<file path="config.mk">
export PLATFORM = sky130hd
export DESIGN_NAME = lsu
export DESIGN_NICKNAME = d
export VERILOG_FILES = /design/src/rtl/lsu_pkg.sv /design/src/rtl/lsu_align.sv /design/src/rtl/lsu.sv
export SDC_FILE = /design/constraint.sdc
export NUM_CORES = 1
export LEC_CHECK = 0
export ABC_AREA = 1
export ABC_CLOCK_PERIOD_IN_PS = 1800
export CAP_MARGIN = 10
export CORE_AREA = 4 4 155 157
export DETAILED_ROUTE_END_ITERATION = 8
export DIE_AREA = 0 0 159 161
export PLACE_DENSITY = 0.62
export SYNTH_ARGS = -nofsm -noshare
export SYNTH_HDL_FRONTEND = slang
export SYNTH_SLANG_ARGS = --single-unit
</file>
<file path="constraint.sdc">
create_clock -name clk -period 1.8 [get_ports clk]
set_input_delay 0.36 -clock clk [delete_from_list [all_inputs] [get_ports clk]]
set_output_delay 0.36 -clock clk [all_outputs]
set_load 0.005 [all_outputs]
</file>
<file path="src/rtl/lsu_pkg.sv">
// lsu_pkg: shared types and helpers for the load/store unit.
// FSM state enum, RISC-V funct3 width/sign codes, and the byte-lane mask
// used to merge sub-word stores into a word read from memory.
package lsu_pkg;

  typedef enum logic [1:0] {
    S_IDLE = 2'd0,
    S_RD   = 2'd1,
    S_WR   = 2'd2,
    S_RESP = 2'd3
  } lsu_state_e;

  localparam logic [2:0] F3_B  = 3'b000;
  localparam logic [2:0] F3_H  = 3'b001;
  localparam logic [2:0] F3_W  = 3'b010;
  localparam logic [2:0] F3_BU = 3'b100;
  localparam logic [2:0] F3_HU = 3'b101;

  // Byte lanes touched by an access: one lane for bytes, the half picked by
  // off[1] for halfwords, and all four for words (funct3[1:0] = 10 or 11).
  function automatic logic [3:0] lane_mask(input logic [2:0] f3, input logic [1:0] off);
    logic [3:0] m;
    m = 4'b1111;
    if (f3[1:0] == F3_B[1:0]) begin
      m = 4'b0001 << off;
    end else if (f3[1:0] == F3_H[1:0]) begin
      m = off[1] ? 4'b1100 : 4'b0011;
    end
    return m;
  endfunction

endpackage

</file>
<file path="src/rtl/lsu_align.sv">
// lsu_align: combinational byte-lane logic for the load/store unit.
// Load side: extract the addressed byte/half/word from rword and sign- or
// zero-extend it. Store side: replicate wdata across lanes and merge it into
// rword under the lane mask, producing the word to write back.
module lsu_align
  import lsu_pkg::*;
(
  input  logic [2:0]  funct3,
  input  logic [1:0]  off,
  input  logic [31:0] rword,
  input  logic [31:0] wdata,
  output logic [31:0] ldata,
  output logic [31:0] mdata
);

  logic [7:0]  lane_b;
  logic [15:0] lane_h;
  logic [3:0]  mask;
  logic [31:0] bit_mask;
  logic [31:0] rep;

  // Lane select, extension and store merge.
  always_comb begin
    lane_b   = rword[{off, 3'b000} +: 8];
    lane_h   = off[1] ? rword[31:16] : rword[15:0];
    mask     = lane_mask(funct3, off);
    bit_mask = {{8{mask[3]}}, {8{mask[2]}}, {8{mask[1]}}, {8{mask[0]}}};
    ldata    = rword;
    rep      = wdata;
    case (funct3[1:0])
      F3_B[1:0]: begin
        ldata = (funct3 == F3_BU) ? {24'h0, lane_b} : {{24{lane_b[7]}}, lane_b};
        rep   = {4{wdata[7:0]}};
      end
      F3_H[1:0]: begin
        ldata = (funct3 == F3_HU) ? {16'h0, lane_h} : {{16{lane_h[15]}}, lane_h};
        rep   = {2{wdata[15:0]}};
      end
      default: begin
        ldata = rword;
        rep   = wdata;
      end
    endcase
    mdata = (rword & ~bit_mask) | (rep & bit_mask);
  end

endmodule

</file>
<file path="src/rtl/lsu.sv">
// lsu: load/store unit, initiator side of the single-port data memory.
// One request at a time: IDLE -> (RD) -> (WR) -> RESP -> IDLE. Sub-word
// stores read-modify-write; word stores write directly; loads read once.
// Optional macro LSU_MISALIGN_TRAP_EN: misaligned half/word accesses skip
// memory and respond with resp_err=1; without it resp_err is tied to 0.
//
// Handshakes: a transfer happens on a rising edge where valid and ready are
// both 1; valid, once raised, holds its payload stable until that edge.
module lsu
  import lsu_pkg::*;
(
  input  logic        clk,
  input  logic        rst_n,
  input  logic        req_valid,
  output logic        req_ready,
  input  logic        req_we,
  input  logic [2:0]  req_funct3,
  input  logic [31:0] req_addr,
  input  logic [31:0] req_wdata,
  output logic        resp_valid,
  input  logic        resp_ready,
  output logic [31:0] resp_rdata,
  output logic        resp_err,
  output logic        mem_we,
  output logic [31:0] mem_addr,
  output logic [31:0] mem_wdata,
  input  logic [31:0] mem_rdata
);

  lsu_state_e  state;
  lsu_state_e  state_nxt;

  logic        op_we;
  logic [2:0]  op_f3;
  logic [1:0]  op_off;
  logic [31:0] op_wdata;
  logic [31:0] mem_addr_q;
  logic [31:0] mem_wdata_q;
  logic [31:0] resp_rdata_q;
  logic [31:0] ld_data;
  logic [31:0] st_data;
  logic        accept;
  logic        req_word;
  logic        req_mis;

  assign accept   = req_valid && (state == S_IDLE);
  // funct3[1] set means a word access (10 or 11).
  assign req_word = req_funct3[1];

`ifdef LSU_MISALIGN_TRAP_EN
  logic resp_err_q;
  assign req_mis  = ((req_funct3[1:0] == F3_H[1:0]) && req_addr[0]) ||
                    (req_word && (req_addr[1:0] != 2'b00));
  assign resp_err = resp_err_q;
`else
  assign req_mis  = 1'b0;
  assign resp_err = 1'b0;
`endif

  assign req_ready  = (state == S_IDLE);
  assign resp_valid = (state == S_RESP);
  assign mem_we     = (state == S_WR);
  assign mem_addr   = mem_addr_q;
  assign mem_wdata  = mem_wdata_q;
  assign resp_rdata = resp_rdata_q;

  lsu_align u_align (
    .funct3 (op_f3),
    .off    (op_off),
    .rword  (mem_rdata),
    .wdata  (op_wdata),
    .ldata  (ld_data),
    .mdata  (st_data)
  );

  // State register.
  always_ff @(posedge clk or negedge rst_n) begin
    if (!rst_n) state <= S_IDLE;
    else        state <= state_nxt;
  end

  // Next-state logic.
  always_comb begin
    state_nxt = state;
    case (state)
      S_IDLE: begin
        if (req_valid) begin
          if (req_mis)                 state_nxt = S_RESP;
          else if (req_we && req_word) state_nxt = S_WR;
          else                         state_nxt = S_RD;
        end
      end
      S_RD:    state_nxt = op_we ? S_WR : S_RESP;
      S_WR:    state_nxt = S_RESP;
      S_RESP:  if (resp_ready) state_nxt = S_IDLE;
      default: state_nxt = S_IDLE;
    endcase
  end

  // Request latch, memory address/data and response registers.
  always_ff @(posedge clk or negedge rst_n) begin
    if (!rst_n) begin
      op_we        <= 1'b0;
      op_f3        <= 3'b000;
      op_off       <= 2'b00;
      op_wdata     <= 32'h0;
      mem_addr_q   <= 32'h0;
      mem_wdata_q  <= 32'h0;
      resp_rdata_q <= 32'h0;
    end else begin
      if (accept) begin
        op_we        <= req_we;
        op_f3        <= req_funct3;
        op_off       <= req_addr[1:0];
        op_wdata     <= req_wdata;
        resp_rdata_q <= 32'h0;
        // A trapped access never touches the memory port.
        if (!req_mis) begin
          mem_addr_q <= {req_addr[31:2], 2'b00};
          if (req_we && req_word) mem_wdata_q <= req_wdata;
        end
      end
      if (state == S_RD) begin
        if (op_we) mem_wdata_q  <= st_data;
        else       resp_rdata_q <= ld_data;
      end
    end
  end

`ifdef LSU_MISALIGN_TRAP_EN
  // Error flag, captured at acceptance and held through RESP.
  always_ff @(posedge clk or negedge rst_n) begin
    if (!rst_n)      resp_err_q <= 1'b0;
    else if (accept) resp_err_q <= req_mis;
  end
`endif

endmodule

</file>
==> summary.md <==
| Metric | Value |
|---|---|
| CTS H-tree depth | 4 |
| DRT antenna net count | 0 |
| Max Slew Vio Count | 0 |
| Via count | 6869 |
| Mapped Avg Cell Area | 7.45 µm² |
| Number of global-route vias before repair | 6809 |
| P_leak | 4.80 nW |
| Die ar. | 25600 µm² |
| Die Width | 159 µm |
| Crit. End Element | output pin |
| CTS tree | built |
| Syn Std Cell Area | 6720 µm² |
| Layout fillers | 2274 |
| Power Density | 1760 nW/µm² |
| Slowest cell on crit path | clkdlybuf4s50_1 |
| Cells after Synth | 901 |
| Die Height | 161 µm |
| Status | finished, final reports clean |
| Final Cycle Share | 94.4% |
| Overall routing resource usage | 18.6% |
| Async SR Flop Fraction | 100% |
| DRC viols | 0 |
| Wire per inst | 17.1 µm |
| VDD IR max | 0.000645 V |
| First-pass GRT wire length | 37.6 mm |
| CP startpoint kind | flop |
| Total grt overflow | 0 |
| #FFs+latches synth | 134 |
| Worst-path clk slew | 0.06 ns |
| Crit-path cells | clkdlybuf4s50_1 |
| Main synth FF type | dfrtp_1 |
| Number of CTS-inserted buffers | 17 |
| CP max FO | 2 |
| Fin crit period | 1.70 ns |
| Core Region | 22500 µm² |
| Commonest non-fill, non-tap cell in the layout | nand2_1 |
| Crit path required time | 1.44 ns |
| Yosys cell types | 29 |
| CP Buf/Inv Count | 1 |
| Fin. Hold Viols | 0 |
| Setup Viol. Count Final | 0 |
| Ant diodes | 0 |
| Number of buffers added on ports | 200 |
| Seq/Total Area, Yosys | 49.9% |
| Max-cap viol count | 0 |
| Clk Latency, worst-skew pair | 0.42 ns |
| Maximum root-to-sink buffer count | 2 |
| Synth-to-layout area growth | 48.2% |
| Core Rows | 55 |
| Final WS setup | 0.101 ns |
| Pre-Repair DR Iteration Count | 5 |
| Clk sink count | 134 |
| CP peak stage delay | 0.55 ns |
| Clock Tree Root | clkbuf_16 |
| Number of synthesized flops with an enable pin | 0 |
| Commonest cells after routing, fill and taps aside | nand2_1, clkdlybuf4s50_1, dfrtp_1 |
| Layout Nets | 1228 |
| Layout cells sized above 1 | 9.36% |
| Antenna violations before repair | 0 |
| Vias per cell | 4.85 |
| Final setup TNS | 0 ns |
| Routed WL | 24.2 mm |
| RSZ-0062 raised after global routing | false |
| Fin Clk Skew | 0.0102 ns |
| Setup Slack @ Placement | -0.144 ns |
| Yosys warnings | 0 |
| Hold crit path type | primary input to asynchronous set/reset pin |
| Ports | 204 |
| Kind of critical path | flop to output pin |
| GP Congestion | 0.984 |
| FMAX | 588 MHz |
| Delay-heaviest family, CP | buffers and inverters |
| Detailed Place HPWL | 18.0 mm |
| Initial DRC Count | 541 |
| Crit path DAT | 1.34 ns |
| Largest net degree at the start of global routing | 44 |
| Starting density of the core | 29.8% |
[cells in the mapped netlist (all sizes together), types with 2 or more instances]
cell,instances,share of area (%)
a211oi,4,0.45
buf,21,1.8
o211ai,10,1.1
o21ai,95,7.1
dfrtp,134,50
o22ai,11,1.0
nor3,2,0.15
ha,5,0.93
clkinv,2,0.11
nand3,71,5.3
clkbuf,35,2.0
nand2,344,20
inv,53,3.0
nor2,71,4.3
a21oi,39,2.9
[path summary, 6_finish.rpt]
path / from / endpoint / slack (ns) / cells past startpoint
worst max-delay path: mem_wdata[16] / mem_wdata[16] / 0.10 / 1
worst min-delay path: rst_n / mem_addr[24] / 0.42 / 2
worst max register to register: op_f3[1] / mem_wdata[10] / 0.14 / 6
worst min register to register: mem_addr[5] / mem_addr[5] / 0.48 / 2
max in group asynchronous: rst_n / op_wdata[3] / 0.76 / 3
min in group clk: req_addr[18] / mem_addr[18] / 0.46 / 3
[where the power goes]
part | total (mW) | switching (mW) | leakage [nW] | internal (mW)
clock network | 3.59 | 1.40 | 0.271 | 2.19
registers | 5.26 | 0.835 | 1.66 | 4.43
logic | 8.64 | 4.63 | 2.87 | 4.01
[logic make-up after synthesis]
kind of cell | count (synthesis) | synth area share (%)
buffers and inverters | 111 | 6.87
adders and majority gates | 5 | 0.931
AOI/OAI and AO/OA | 162 | 13.0
and+or+nand+nor | 488 | 29.2
other | 1 | 0.0558
DFF | 134 | 49.9
[state kept, by name, summed over array words and instances (netlist names)]
register and flops:
mem_wdata 32, op_wdata 32, resp_rdata 32, mem_addr 30, op_f3 3, op_off 2, state 2, op_we 1
[metrics by stage]
stage,instance area (µm²),utilization [%],cells,power (mW),hold WS [ns]
after detailed placement,9310,41.4,1382,13.9,0.314
final,9950,44.2,1417,17.5,0.425
after global placement,9310,41.4,1382,13.8,0.316
after global routing,9950,44.2,1417,18.9,0.460
after CTS,9940,44.2,1416,17.6,0.433
after floorplan,6720,-,903,9.71,0.0644
[cell type report]
class	instances	area, µm²	share of cell area, %
sequential	134	3350	33.7
clock buffer	18	429	4.31
timing repair buffer	253	2510	25.3
tap	285	357	3.58
inverter	55	206	2.07
clock inverter	14	178	1.79
multi-input combinational	658	2920	29.3
[per-layer routing]
layer / global-route usage (%) / vias up / share of wire, % / wire (µm)
met2: 28.5 / 307 / 44 / 10600
met5: 0 / - / 0 / 0
met1: 24.6 / 3182 / 44 / 10700
met3: 5.87 / 51 / 8.2 / 1980
met4: 7.38 / 0 / 3.6 / 880
li1: - / 3329 / - / -
[timing repair]
action	CTS	global route
pin swaps	0	0
hold buffers	1	0
setup buffers	1	0
cloned	0	1
endpoints found under the setup margin	3	28
gates resized for setup	9	6
endpoints found under the hold margin	39	0
(Power assumes the default switching activity.)
